File: config.mk
export PLATFORM = sky130hd
export DESIGN_NAME = sipo_deser
export DESIGN_NICKNAME = d
export VERILOG_FILES = /design/src/rtl/sipo_deser.sv
export SDC_FILE = /design/constraint.sdc
export NUM_CORES = 1
export LEC_CHECK = 0
export BUFFER_PORTS_ARGS = -buffer_cell sky130_fd_sc_hd__buf_4
export CAP_MARGIN = 20
export CORE_AREA = 2 2 39 41
export DETAILED_ROUTE_END_ITERATION = 10
export DIE_AREA = 0 0 41 43
export GPL_TIMING_DRIVEN = 0
export HOLD_SLACK_MARGIN = 0.05
export SLEW_MARGIN = 20
export SYNTH_ARGS = -nofsm -noshare
export SYNTH_HDL_FRONTEND = slang
export SYNTH_SLANG_ARGS = --single-unit
File: constraint.sdc
create_clock -name clk -period 3.9 [get_ports clk]
set_input_delay 0 -clock clk [delete_from_list [all_inputs] [get_ports clk]]
set_output_delay 0 -clock clk [all_outputs]
set_load 0.005 [all_outputs]
File: src/rtl/sipo_deser.sv
`default_nettype none
// ============================================================================
// Module      : sipo_deser
// Description : Serial-in/parallel-out deserializer for the receive end of the
//               PISO bit link. Collects WIDTH serial bits into a word and
//               presents it in a valid/ready holding register. A word that
//               completes while the holding register is still occupied and
//               not being accepted is dropped and flagged with a sticky
//               overrun bit.
// Ports       : clk      - clock, rising edge
//               reset    - asynchronous, active-high reset
//               enable   - bit strobe, sample data_in this cycle
//               data_in  - serial data bit
//               clear    - synchronous frame restart (drops partial word,
//                          clears overrun)
//               ready    - downstream accepts data_out this cycle
//               data_out - assembled word (holding register)
//               valid    - data_out holds an unconsumed word
//               busy     - partial word in progress
//               overrun  - sticky, a completed word was dropped
// Revision    : 1.0 - initial release
// ============================================================================
module sipo_deser #(
  parameter int WIDTH     = 4,
  parameter bit LSB_FIRST = 1'b1
) (
  input  logic             clk,
  input  logic             reset,
  input  logic             enable,
  input  logic             data_in,
  input  logic             clear,
  input  logic             ready,
  output logic [WIDTH-1:0] data_out,
  output logic             valid,
  output logic             busy,
  output logic             overrun
);

  localparam int               c_CNT_W = $clog2(WIDTH);
  localparam logic [c_CNT_W-1:0] c_LAST  = c_CNT_W'(WIDTH - 1);

  logic [WIDTH-1:0]   r_shift;
  logic [c_CNT_W-1:0] r_cnt;

  logic [WIDTH-1:0]   w_shift_next;
  logic [c_CNT_W-1:0] w_cnt_next;
  logic               w_sample;
  logic               w_complete;
  logic               w_free;
  logic               w_load;
  logic               w_drop;

  // Shift direction is fixed at elaboration. LSB-first shifts right so the
  // first received bit ends up in bit 0 once the word is complete.
  generate
    if (LSB_FIRST) begin : g_lsb_first
      assign w_shift_next = {data_in, r_shift[WIDTH-1:1]};
    end else begin : g_msb_first
      assign w_shift_next = {r_shift[WIDTH-2:0], data_in};
    end
  endgenerate

  // clear takes priority over enable: the bit presented with clear is ignored.
  assign w_sample   = enable & ~clear;
  assign w_complete = w_sample & (r_cnt == c_LAST);

  // The holding register can take a new word when empty, or when its current
  // word is being accepted on this same edge.
  assign w_free = ~valid | ready;
  assign w_load = w_complete & w_free;
  assign w_drop = w_complete & ~w_free;

  always_comb begin
    w_cnt_next = r_cnt;
    if (clear) begin
      w_cnt_next = '0;
    end else if (enable) begin
      w_cnt_next = (r_cnt == c_LAST) ? '0 : r_cnt + c_CNT_W'(1);
    end
  end

  // Serial assembly side: shift register, bit counter, overrun flag.
  always_ff @(posedge clk or posedge reset) begin
    if (reset) begin
      r_shift <= '0;
      r_cnt   <= '0;
      busy    <= 1'b0;
      overrun <= 1'b0;
    end else begin
      r_cnt <= w_cnt_next;
      busy  <= (w_cnt_next != '0);
      if (clear) begin
        r_shift <= '0;
        overrun <= 1'b0;
      end else if (enable) begin
        r_shift <= w_shift_next;
        if (w_drop) begin
          overrun <= 1'b1;
        end
      end
    end
  end

  // Holding register side: load takes precedence over a plain transfer so a
  // back-to-back word keeps valid high and replaces data_out. A completed
  // word is captured from w_shift_next so it includes the current bit.
  always_ff @(posedge clk or posedge reset) begin
    if (reset) begin
      data_out <= '0;
      valid    <= 1'b0;
    end else begin
      if (w_load) begin
        data_out <= w_shift_next;
        valid    <= 1'b1;
      end else if (valid & ready) begin
        valid <= 1'b0;
      end
    end
  end

endmodule
`default_nettype wire
==> impl_metrics.csv, run 1 <==
group,metric,value,unit
timing,worstMarginPinSlew,0.4649,ns
synth,synth_edf_count,0,
timing,tns,0,ns
job,drv_cap,0,
synth,ys_warn_count,0,
timing,hold_viol,0,
synth,synth.avg_cell_area,13.19,um^2
detailed_routing,drc_errors,0,
synth,synth_ff_type,"dfrtp_1",
floorplan,row_count,14,
place,gp_congestion,0.6365,
synth,async_flop_share,100.0,%
detailed_routing,drt-total-wl,811,um
critical_path,required,4.05,ns
timing,period_share,41.87,%
global_route,grt-ovfl-total,0,
place,placed_cell_area,609.3,um^2
clocking,tritoncts,"yes",
global_route,grt_pass1_vias,362,
synth,synth_common_cells,"dfrtp_1 (12), nor2_1 (6), mux2_2 (4), mux2i_1 (4), a31oi_1 (2)",
layout,fillers,124,
detailed_routing,final_antenna_net_count,0,
layout,drive_above_1_share,37.93,%
global_route,grt_pass1_wl,1462,um
clocking,cts_resized,0,
layout,final_nets,67,
detailed_routing,viasPerCell,4.892,
timing,rsz0062_at_grt,"no",
floorplan,core_area,1384,um^2
critical_path,crit_path_cell_trace,"ha_1 > mux2i_1 > a31oi_1 > dlygate4sd3_1",
timing,skew,0.002425,ns
critical_path,cp-start-kind,"flop",
global_route,grt_max_degree,13,
power_and_ir_drop,p_leak,0.0003594,uW
power_and_ir_drop,vdd_drop_max,0.0001492,V
synth,seq_area_frac_synth,58.39,%
synth,synth_fp_nets,46,
layout,n_antenna_cell,0,
clocking,htreeDepth,1,
critical_path,cp-end-kind,"flop",
timing,fin_crit,1.633,ns
floorplan,ios,13,
layout,post-route-util,50.00,%
synth,yosysMostFrequentCell,"dfrtp_1",
place,placement.io_buffers,10,
critical_path,r2r-end,"busy$_DFF_PP0_",
floorplan,die_y,43,um
synth,synth_top_area_cell,"dfrtp_1",
outcome,outcome,"finished clean",
layout,multi_input_area,191.4,um^2
worst_hold_path,holdCritPathClass,"primary input to async pin",
clocking,insertion_delay,0.27,ns
timing,setup-violations-final,0,
critical_path,reg2reg_depth,4,
synth,synth_top_area_share,58.39,%
global_route,grt_usage,13.09,%
layout,areaGrowthSynthToFinish,34.55,%
critical_path,critPathKind,"flop to flop",
detailed_routing,wl_per_cell,10.96,um
clocking,clock-sinks,12,
critical_path,rr_startpoint,"r_cnt[0]$_DFF_PP0_",
clocking,root_buffer,"clkbuf_4",
layout,fin_cells,74,
floorplan,fp.dieW,41,um
timing,slew_headroom,68.97,%
timing,whs,0.3041,ns
synth,ys_types,16,
synth,synthTopCellsByArea,"dfrtp_1 (58%), mux2_2 (8.8%), mux2i_1 (7.8%), nor2_1 (4.4%), nor3_4 (3.2%)",
detailed_routing,drt-initial-drc-count,3,
detailed_routing,vias,362,
detailed_routing,dr.pass1.iters,3,
critical_path,cp-startpoint,"r_cnt[0]$_DFF_PP0_",
clocking,cts.clk_slew.worst_paths,0.07,ns
critical_path,rrSetupSlack,2.27,ns
critical_path,cp_slowest_cell,"dlygate4sd3_1",
timing,drv_slew,0,
power_and_ir_drop,power-per-cell-area,345.8,nW/um^2
critical_path,arrival,1.79,ns
layout,seq_area,300.3,um^2
floorplan,start_util,37.16,%
global_route,antenna_found_initial,0,
layout,fin_area,691.9,um^2
place,dpl.cell_count,65,
critical_path,cpPeakStageDelay,0.55,ns
clocking,cts.path.max_buffers,2,
timing,max_freq,612.3,MHz
clocking,cts_buffers,3,
critical_path,path_max_fanout,3,
synth,synthCells,39,
synth,ys_ff_latch,12,
floorplan,dieArea,1763,um^2
synth,syn_area,514.2,um^2
==> layout make-up <==
cell class | count | area share, %
Clock buffer | 3 | 3.255
Tap cell | 16 | 2.893
Multi-Input combinational cell | 24 | 27.67
Timing Repair Buffer | 16 | 19.53
Buffer | 2 | 2.712
Inverter | 1 | 0.5425
Sequential cell | 12 | 43.40
==> placed cells by master, fill, tap and decap left out <==
cell	synthesis	final
buf_4	1	11
mux2i_1	4	4
nand2_1	1	1
a31oi_1	2	2
nor3_4	1	1
nor2_1	6	6
buf_6	1	1
dlygate4sd3_1	0	6
ha_1	1	1
nand2_4	1	1
inv_1	1	1
clkbuf_4	0	3
nor2b_2	1	1
mux2_2	4	4
dfrtp_1	12	12
a21oi_1	1	1
o21bai_1	1	1
nand2b_1	1	1
==> kinds of logic after synthesis <==
logic type      Yosys count  share of synthesized area, %
compound gates            4                         4.865
buf+inv                   3                         4.379
fa+ha+maj                 1                         2.433
simple gates             11                         13.38
mux                       8                         16.54
flops                    12                         58.39
==> how the worst max path moves through the flow <==
stage	slack [ns]	to
after floorplan	2.63	data_out[3]$_DFFE_PP0P_
after global placement	2.53	data_out[1]$_DFFE_PP0P_
after detailed placement	2.52	data_out[3]$_DFFE_PP0P_
after CTS	2.26	busy$_DFF_PP0_
after global routing	2.17	busy$_DFF_PP0_
final	2.27	busy$_DFF_PP0_
==> metal layers <==
metal,vias to the layer above,global-route usage (%),share of wire [%]
li1,174,-,-
met1,174,15.70,45
met2,10,18.13,47
met3,4,3.141,4.9
met4,0,12.00,2.8
met5,-,0,0
==> per-stage QoR <==
stage	power (uW)	setup WS (ns)
2_1_floorplan	152.0	2.631
3_3_place_gp	163.1	2.528
3_5_place_dp	163.4	2.524
4_1_cts	244.7	2.262
5_1_grt	253.5	2.172
6_report	239.3	2.267
==> sequential cells by signal (all words and copies together), names as in the netlist <==
signal / flops
data_out: 4
r_shift: 3
r_cnt: 2
busy: 1
overrun: 1
valid: 1
==> worst max-delay path, delay by kind of cell, from the launching register on <==
| family | cells | cell delay (ns) |
|---|---|---|
| flops | 1 | 0.40 |
| compound gates | 1 | 0.10 |
| buf+inv | 1 | 0.55 |
| mux | 1 | 0.18 |
| fa+ha+maj | 1 | 0.29 |
==> where the power goes <==
part	switching, uW	internal, uW	total [uW]	leakage (uW)
Clock	37.8	35.7	73.5	0.0000138
Sequential	3.18	131	134	0.000163
Combinational	13.2	18.7	31.9	0.000182
==> timing repair <==
| action | in CTS | in global routing |
|---|---|---|
| hold buffers | 6 | 0 |
| setup buffers | 0 | 0 |
| endpoints found under the hold margin | 21 | 0 |
No activity file was read; power rests on OpenSTA's default activity.
==> run 2, diff against run 1 <==
Settings changed: ABC_AREA set to 1.
Clock period 3.9 ns to 1.6 ns, I/O delays scaled along.
==> run 2 against run 1 <==
Net effect: via count up 18%; critical endpoint is now r_shift[3]$_DFFE_PP0P_; largest cell class unchanged; sequential cell count unchanged; highest routed layer unchanged; count of clock-buffer cells in the layout up 1.
==> impl_metrics.csv, run 2 <==
group,metric,value,unit
power_and_ir_drop,pwr-share-comb,12.1,%
place,gp_congestion,0.7818,
global_route,grt_usage,14.87,%
power_and_ir_drop,seqPwrFrac,50.7,%
synth,synth_top_area_share,58.39,%
timing,max_freq,742.9,MHz
critical_path,path_max_fanout,8,
layout,fin_area,700.7,um^2
place,dp_hpwl,708.7,um
global_route,grt_max_degree,13,
power_and_ir_drop,swShare,23.25,%
critical_path,cp-end-kind,"flop",
detailed_routing,drt-initial-drc-count,14,
clocking,insertion_delay,0.27,ns
synth,synth-simple-area-share,29.20,%
power_and_ir_drop,vdd_drop_max,0.0004102,V
clocking,cts.clk_slew.worst_paths,0.08,ns
floorplan,ios,13,
clocking,cts_resized,0,
timing,drv_slew,0,
critical_path,cp-startpoint,"enable",
synth,synth_fp_nets,63,
synth,synth_top_family_by_area,"simple AND/OR/NAND/NOR gates",
synth,synthCells,56,
synth,ys_warn_count,0,
outcome,outcome,"finished clean",
floorplan,fp.dieW,41,um
critical_path,crit_path_cell_trace,"dlygate4sd3_1 > buf_4 > inv_2 > nor2_8 > nand2_1 > dlygate4sd3_1 > o21ai_1",
synth,yosysMostFrequentCell,"nand2_1",
job,drv_cap,0,
timing,rsz0062_at_grt,"no",
timing,fin_crit,1.346,ns
timing,slew_headroom,68.93,%
floorplan,dieArea,1763,um^2
worst_hold_path,hp-start,"clear",
critical_path,crit_top_cell,"dlygate4sd3_1",
layout,final_nets,84,
floorplan,start_util,37.16,%
synth,synth_common_cells,"nand2_1 (22), dfrtp_1 (12), inv_1 (7)",
layout,fillers,130,
detailed_routing,final_antenna_net_count,0,
critical_path,required,1.80,ns
layout,fin_cells,92,
timing,tns,0,ns
place,dpl.cell_count,84,
layout,largest-register,"data_out",
timing,period_share,84.12,%
clocking,cts_buffers,3,
timing,hold_viol,0,
critical_path,cpPeakStageDelay,0.55,ns
worst_hold_path,holdCritPathClass,"primary input to flop",
synth,synth_fa_ha_area_share,2.433,%
detailed_routing,wl_per_cell,10.82,um
global_route,grt_pass1_wl,1683,um
global_route,grt_pass1_vias,396,
floorplan,core_area,1384,um^2
layout,final_cell_mix,"nand2_1 (22), dfrtp_1 (12), buf_4 (12), inv_1 (7)",
global_route,antenna_found_initial,0,
critical_path,cpLargestDelayFamily,"buffers and inverters",
layout,final_common_cell,"nand2_1",
power_and_ir_drop,p_leak,0.0003940,uW
synth,synth_edf_count,0,
synth,synth_top_area_cell,"dfrtp_1",
synth,synth_ff_type,"dfrtp_1",
critical_path,cp_slowest_cell,"dlygate4sd3_1",
synth,async_flop_share,100.0,%
timing,setup-violations-final,0,
synth,ys_types,13,
power_and_ir_drop,clock_power_share,37.2,%
clocking,tritoncts,"yes",
floorplan,die_y,43,um
synth,synth_xor_area_share,0,%
critical_path,critPathBufInv,4,
clocking,root_buffer,"clkbuf_4",
critical_path,rr_startpoint,"r_cnt[0]$_DFF_PP0_",
clocking,clock-sinks,12,
layout,n_antenna_cell,0,
layout,largest_reg_flops,4,
layout,reg_top3,"data_out (4), r_shift (3), r_cnt (2)",
critical_path,arrival,1.55,ns
synth,synth.avg_cell_area,9.183,um^2
timing,worstMarginPinSlew,0.4655,ns
floorplan,row_count,14,
critical_path,critPathKind,"primary input to flop",
power_and_ir_drop,internal-power,497.0,uW
detailed_routing,drc_errors,0,
synth,synthTopCellsByArea,"dfrtp_1 (58%), nand2_1 (16%), inv_1 (5.1%), nand4_1 (4.9%), nor2_8 (3.9%)",
clocking,htreeDepth,1,
detailed_routing,dr.pass1.iters,4,
global_route,grt-ovfl-total,0,
place,placement.io_buffers,12,
place,placed_cell_area,624.3,um^2
detailed_routing,viasPerCell,4.652,
power_and_ir_drop,p_switching,150.5,uW
synth,syn_area,514.2,um^2
critical_path,cp-start-kind,"primary input",
detailed_routing,vias,428,
timing,skew,0.002089,ns
synth,ys_ff_latch,12,
power_and_ir_drop,power-per-cell-area,924.1,nW/um^2
synth,seq_area_frac_synth,58.39,%
clocking,cts.path.max_buffers,2,
layout,drive_above_1_share,25.00,%
synth,synth_mux_area_share,0,%
layout,areaGrowthSynthToFinish,36.25,%
detailed_routing,drt-total-wl,995,um
synth,synth_compound_area_share,4.136,%
==> run 2: tightest hold or removal path: stages <==
cell	delay [ns]
buf_4	0.12
nor2_8	0.06
nand4_1	0.06
nand2_1	0.05
==> run 2: through the flow <==
stage	hold slack (ns)	worst slack [ns]	power, uW	util, %
3_5_place_dp	0.04662	0.5303	406.7	45.12
6_report	0.05313	0.2540	647.5	50.63
5_1_grt	0.06628	0.1775	676.5	50.63
4_1_cts	0.05383	0.2801	652.4	50.63
3_3_place_gp	0.04504	0.5221	404.3	45.12
2_1_floorplan	-0.1353	0.6080	369.6	-
==> run 2: metal layers <==
layer	GRT usage, %	vias up	part of all wire, %
met3	3.141	2	5.2
met5	0	-	0
met4	12.00	0	2.3
li1	-	217	-
met2	21.25	7	51
met1	18.18	202	41
==> run 2: cells by family after synthesis <==
family,after synthesis
AO/OA/AOI/OAI,4
buffers and inverters,8
AND/OR/NAND/NOR,31
flip-flops,12
adder cells (fa/ha/maj),1
==> run 2: what timing repair did <==
| action | 4_1_cts | 5_1_grt |
|---|---|---|
| hold buffers | 4 | 0 |
| setup buffers | 0 | 0 |
| hold endpoints to repair | 15 | 0 |
==> run 2: layout make-up <==
cell class	count	area [um^2]	area share, %
inverter	8	30.03	4.286
sequential	12	300.3	42.86
clock buffer	4	36.28	5.179
timing repair buffer	16	130.1	18.57
multi-input combinational	36	183.9	26.25
tap	16	20.02	2.857
==> run 2: path summary, 6_finish.rpt <==
| path | to | slack (ns) | cells after the start |
|---|---|---|---|
| max | r_shift[3]$_DFFE_PP0P_ | 0.25 | 7 |
| min | data_out[3]$_DFFE_PP0P_ | 0.05 | 4 |
| max reg2reg | data_out[0]$_DFFE_PP0P_ | 0.52 | 4 |
| min reg2reg | data_out[2]$_DFFE_PP0P_ | 0.47 | 2 |
| max in group asynchronous | r_cnt[1]$_DFF_PP0_ | 0.98 | 3 |
| min in group asynchronous | data_out[3]$_DFFE_PP0P_ | 0.31 | 3 |
==> run 2: power by group through the flow <==
stage	logic [uW]	clock network, uW	registers, uW
floorplan	35.5	0	334
global placement	70.8	0	334
detailed placement	72.4	0	334
CTS	79.8	244	328
global route	89.1	258	330
finish	78.7	241	328
==> run 3, diff against run 2 <==
Clock period 1.6 ns to 1.2 ns, I/O delays scaled along.
==> run 3 against run 2 <==
Net effect: via count up 1.6%; global-route usage unchanged; count of clock-buffer cells in the layout unchanged; cell count unchanged; routed wire length down 0.70%; sequential share of layout area unchanged; first-iteration DRC count down 14%; hold slack worse by 0.0052 ns; core utilization unchanged.
==> impl_metrics.csv, run 3 (synthesized netlist as in run 2, its figures left out) <==
group,metric,value,unit
outcome,outcome,"finished clean",
global_route,busiest_layer,"met2",
timing,slew_headroom,69.46,%
power_and_ir_drop,pwr-share-comb,12.2,%
floorplan,ios,13,
clocking,cts.clk_slew.worst_paths,0.08,ns
worst_hold_path,min_path_cells,4,
layout,largest_reg_flops,4,
critical_path,reg2reg_depth,4,
floorplan,fp.dieW,41,um
detailed_routing,vias,435,
place,placement.io_buffers,12,
floorplan,die_y,43,um
timing,setup-violations-final,0,
clocking,clock-sinks,12,
clocking,cts.path.max_buffers,2,
power_and_ir_drop,seqPwrFrac,50.6,%
critical_path,arrival,1.24,ns
global_route,grt_pass1_wl,1690,um
layout,reg_top3,"data_out (4), r_shift (3), r_cnt (2)",
detailed_routing,drc_errors,0,
power_and_ir_drop,clock_power_share,37.3,%
global_route,grt-ovfl-total,0,
layout,n_antenna_cell,0,
timing,max_freq,925.6,MHz
timing,drv_slew,0,
worst_hold_path,holdCritPathClass,"primary input to flop",
layout,fillers,130,
detailed_routing,viasPerCell,4.728,
global_route,grt_usage,14.87,%
timing,rsz0062_at_grt,"no",
power_and_ir_drop,internal-power,663.2,uW
clocking,htreeDepth,1,
layout,areaGrowthSynthToFinish,36.25,%
clocking,post_cts_buffers,0,
critical_path,required,1.36,ns
global_route,grt_pass1_vias,400,
detailed_routing,drt-total-wl,988,um
clocking,root_buffer,"clkbuf_4",
clocking,cts_buffers,3,
detailed_routing,dr.pass1.iters,4,
global_route,use_met2,20.63,%
timing,tns,0,ns
layout,drive_above_1_share,25.00,%
floorplan,core_area,1384,um^2
critical_path,cp-end-kind,"flop",
timing,worstMarginPinSlew,0.4576,ns
layout,largest-register,"data_out",
power_and_ir_drop,p_leak,0.0003961,uW
detailed_routing,wl_per_cell,10.74,um
power_and_ir_drop,swShare,23.33,%
place,post-place-ws,0.1303,ns
clocking,tritoncts,"yes",
power_and_ir_drop,vdd_drop_max,0.0005485,V
job,drv_cap,0,
timing,hold_viol,0,
global_route,antenna_found_initial,0,
layout,fin_area,700.7,um^2
timing,worst_slack,0.1196,ns
floorplan,dieArea,1763,um^2
place,placed_cell_area,624.3,um^2
detailed_routing,final_antenna_net_count,0,
power_and_ir_drop,power-per-cell-area,1234,nW/um^2
global_route,grtUsageMet1,18.86,%
critical_path,critPathKind,"flop to flop",
layout,final_cell_mix,"nand2_1 (22), dfrtp_1 (12), buf_4 (12), inv_1 (7)",
place,dp_hpwl,708.7,um
layout,final_nets,84,
detailed_routing,drt-initial-drc-count,12,
critical_path,cp-start-kind,"flop",
floorplan,start_util,37.16,%
layout,final_common_cell,"nand2_1",
clocking,insertion_delay,0.27,ns
layout,post-route-util,50.63,%
critical_path,path_max_fanout,7,
timing,skew,0.002057,ns
timing,fin_crit,1.080,ns
place,dpl.cell_count,84,
place,gp_congestion,0.7818,
power_and_ir_drop,p_switching,201.8,uW
global_route,grt_max_degree,13,
layout,fin_cells,92,
clocking,cts_resized,0,
floorplan,row_count,14,
global_route,grtUsageMet3,3.141,%
timing,period_share,90.03,%
-- run 3: cell counts in the layout (fill, tap and decap cells not counted) --
Identical to the previous run, type by type.
-- run 3: path summary, 6_finish.rpt --
kind                                           end               startpoint  slack, ns
hold / removal              r_shift[3]$_DFFE_PP0P_                    clear       0.05
setup reg to reg           data_out[0]$_DFFE_PP0P_       r_cnt[0]$_DFF_PP0_       0.12
setup / recovery           data_out[0]$_DFFE_PP0P_       r_cnt[0]$_DFF_PP0_       0.12
hold reg to reg            data_out[2]$_DFFE_PP0P_  data_out[2]$_DFFE_PP0P_       0.47
min in group asynchronous  data_out[3]$_DFFE_PP0P_                    reset       0.30
max in group asynchronous   r_shift[1]$_DFFE_PP0P_                    reset       0.59
-- run 3: area by class of cell --
class / count / area [um^2] / share of cell area [%]
timing repair buffer: 16 / 130.1 / 18.57
tap: 16 / 20.02 / 2.857
sequential: 12 / 300.3 / 42.86
clock buffer: 4 / 36.28 / 5.179
multi-input combinational: 36 / 183.9 / 26.25
inverter: 8 / 30.03 / 4.286
-- run 3: worst max-delay path: stages (launching register included) --
cell,delay (ns)
dfrtp_1,0.38
ha_1,0.32
nand3_2,0.15
nand2_1,0.08
nand2_1,0.05
-- run 3: stage by stage --
stage | total power, uW | hold slack [ns]
after global placement | 539.0 | 0.04504
after global routing | 902.3 | 0.07297
after floorplan | 492.8 | -0.1353
final | 865.0 | 0.04795
after CTS | 872.2 | 0.05383
after detailed placement | 542.3 | 0.04662
-- run 3: power groups by stage --
stage	Sequential, uW	Clock, uW	Combinational, uW
3_3_place_gp	445	0	94.3
4_1_cts	438	326	109
6_report	437	322	105
5_1_grt	440	344	119
2_1_floorplan	446	0	47.3
3_5_place_dp	446	0	96.5
-- run 3: timing repair --
action                                  in CTS  in global routing
endpoints found under the hold margin       15                  0
hold buffers                                 5                  0
endpoints found under the setup margin       0                  1
-- run 3: metal layers --
layer	share of wire (%)	vias to the layer above
met5	0	-
met4	2.3	0
met3	4.0	2
met2	49	9
met1	44	206
li1	-	218
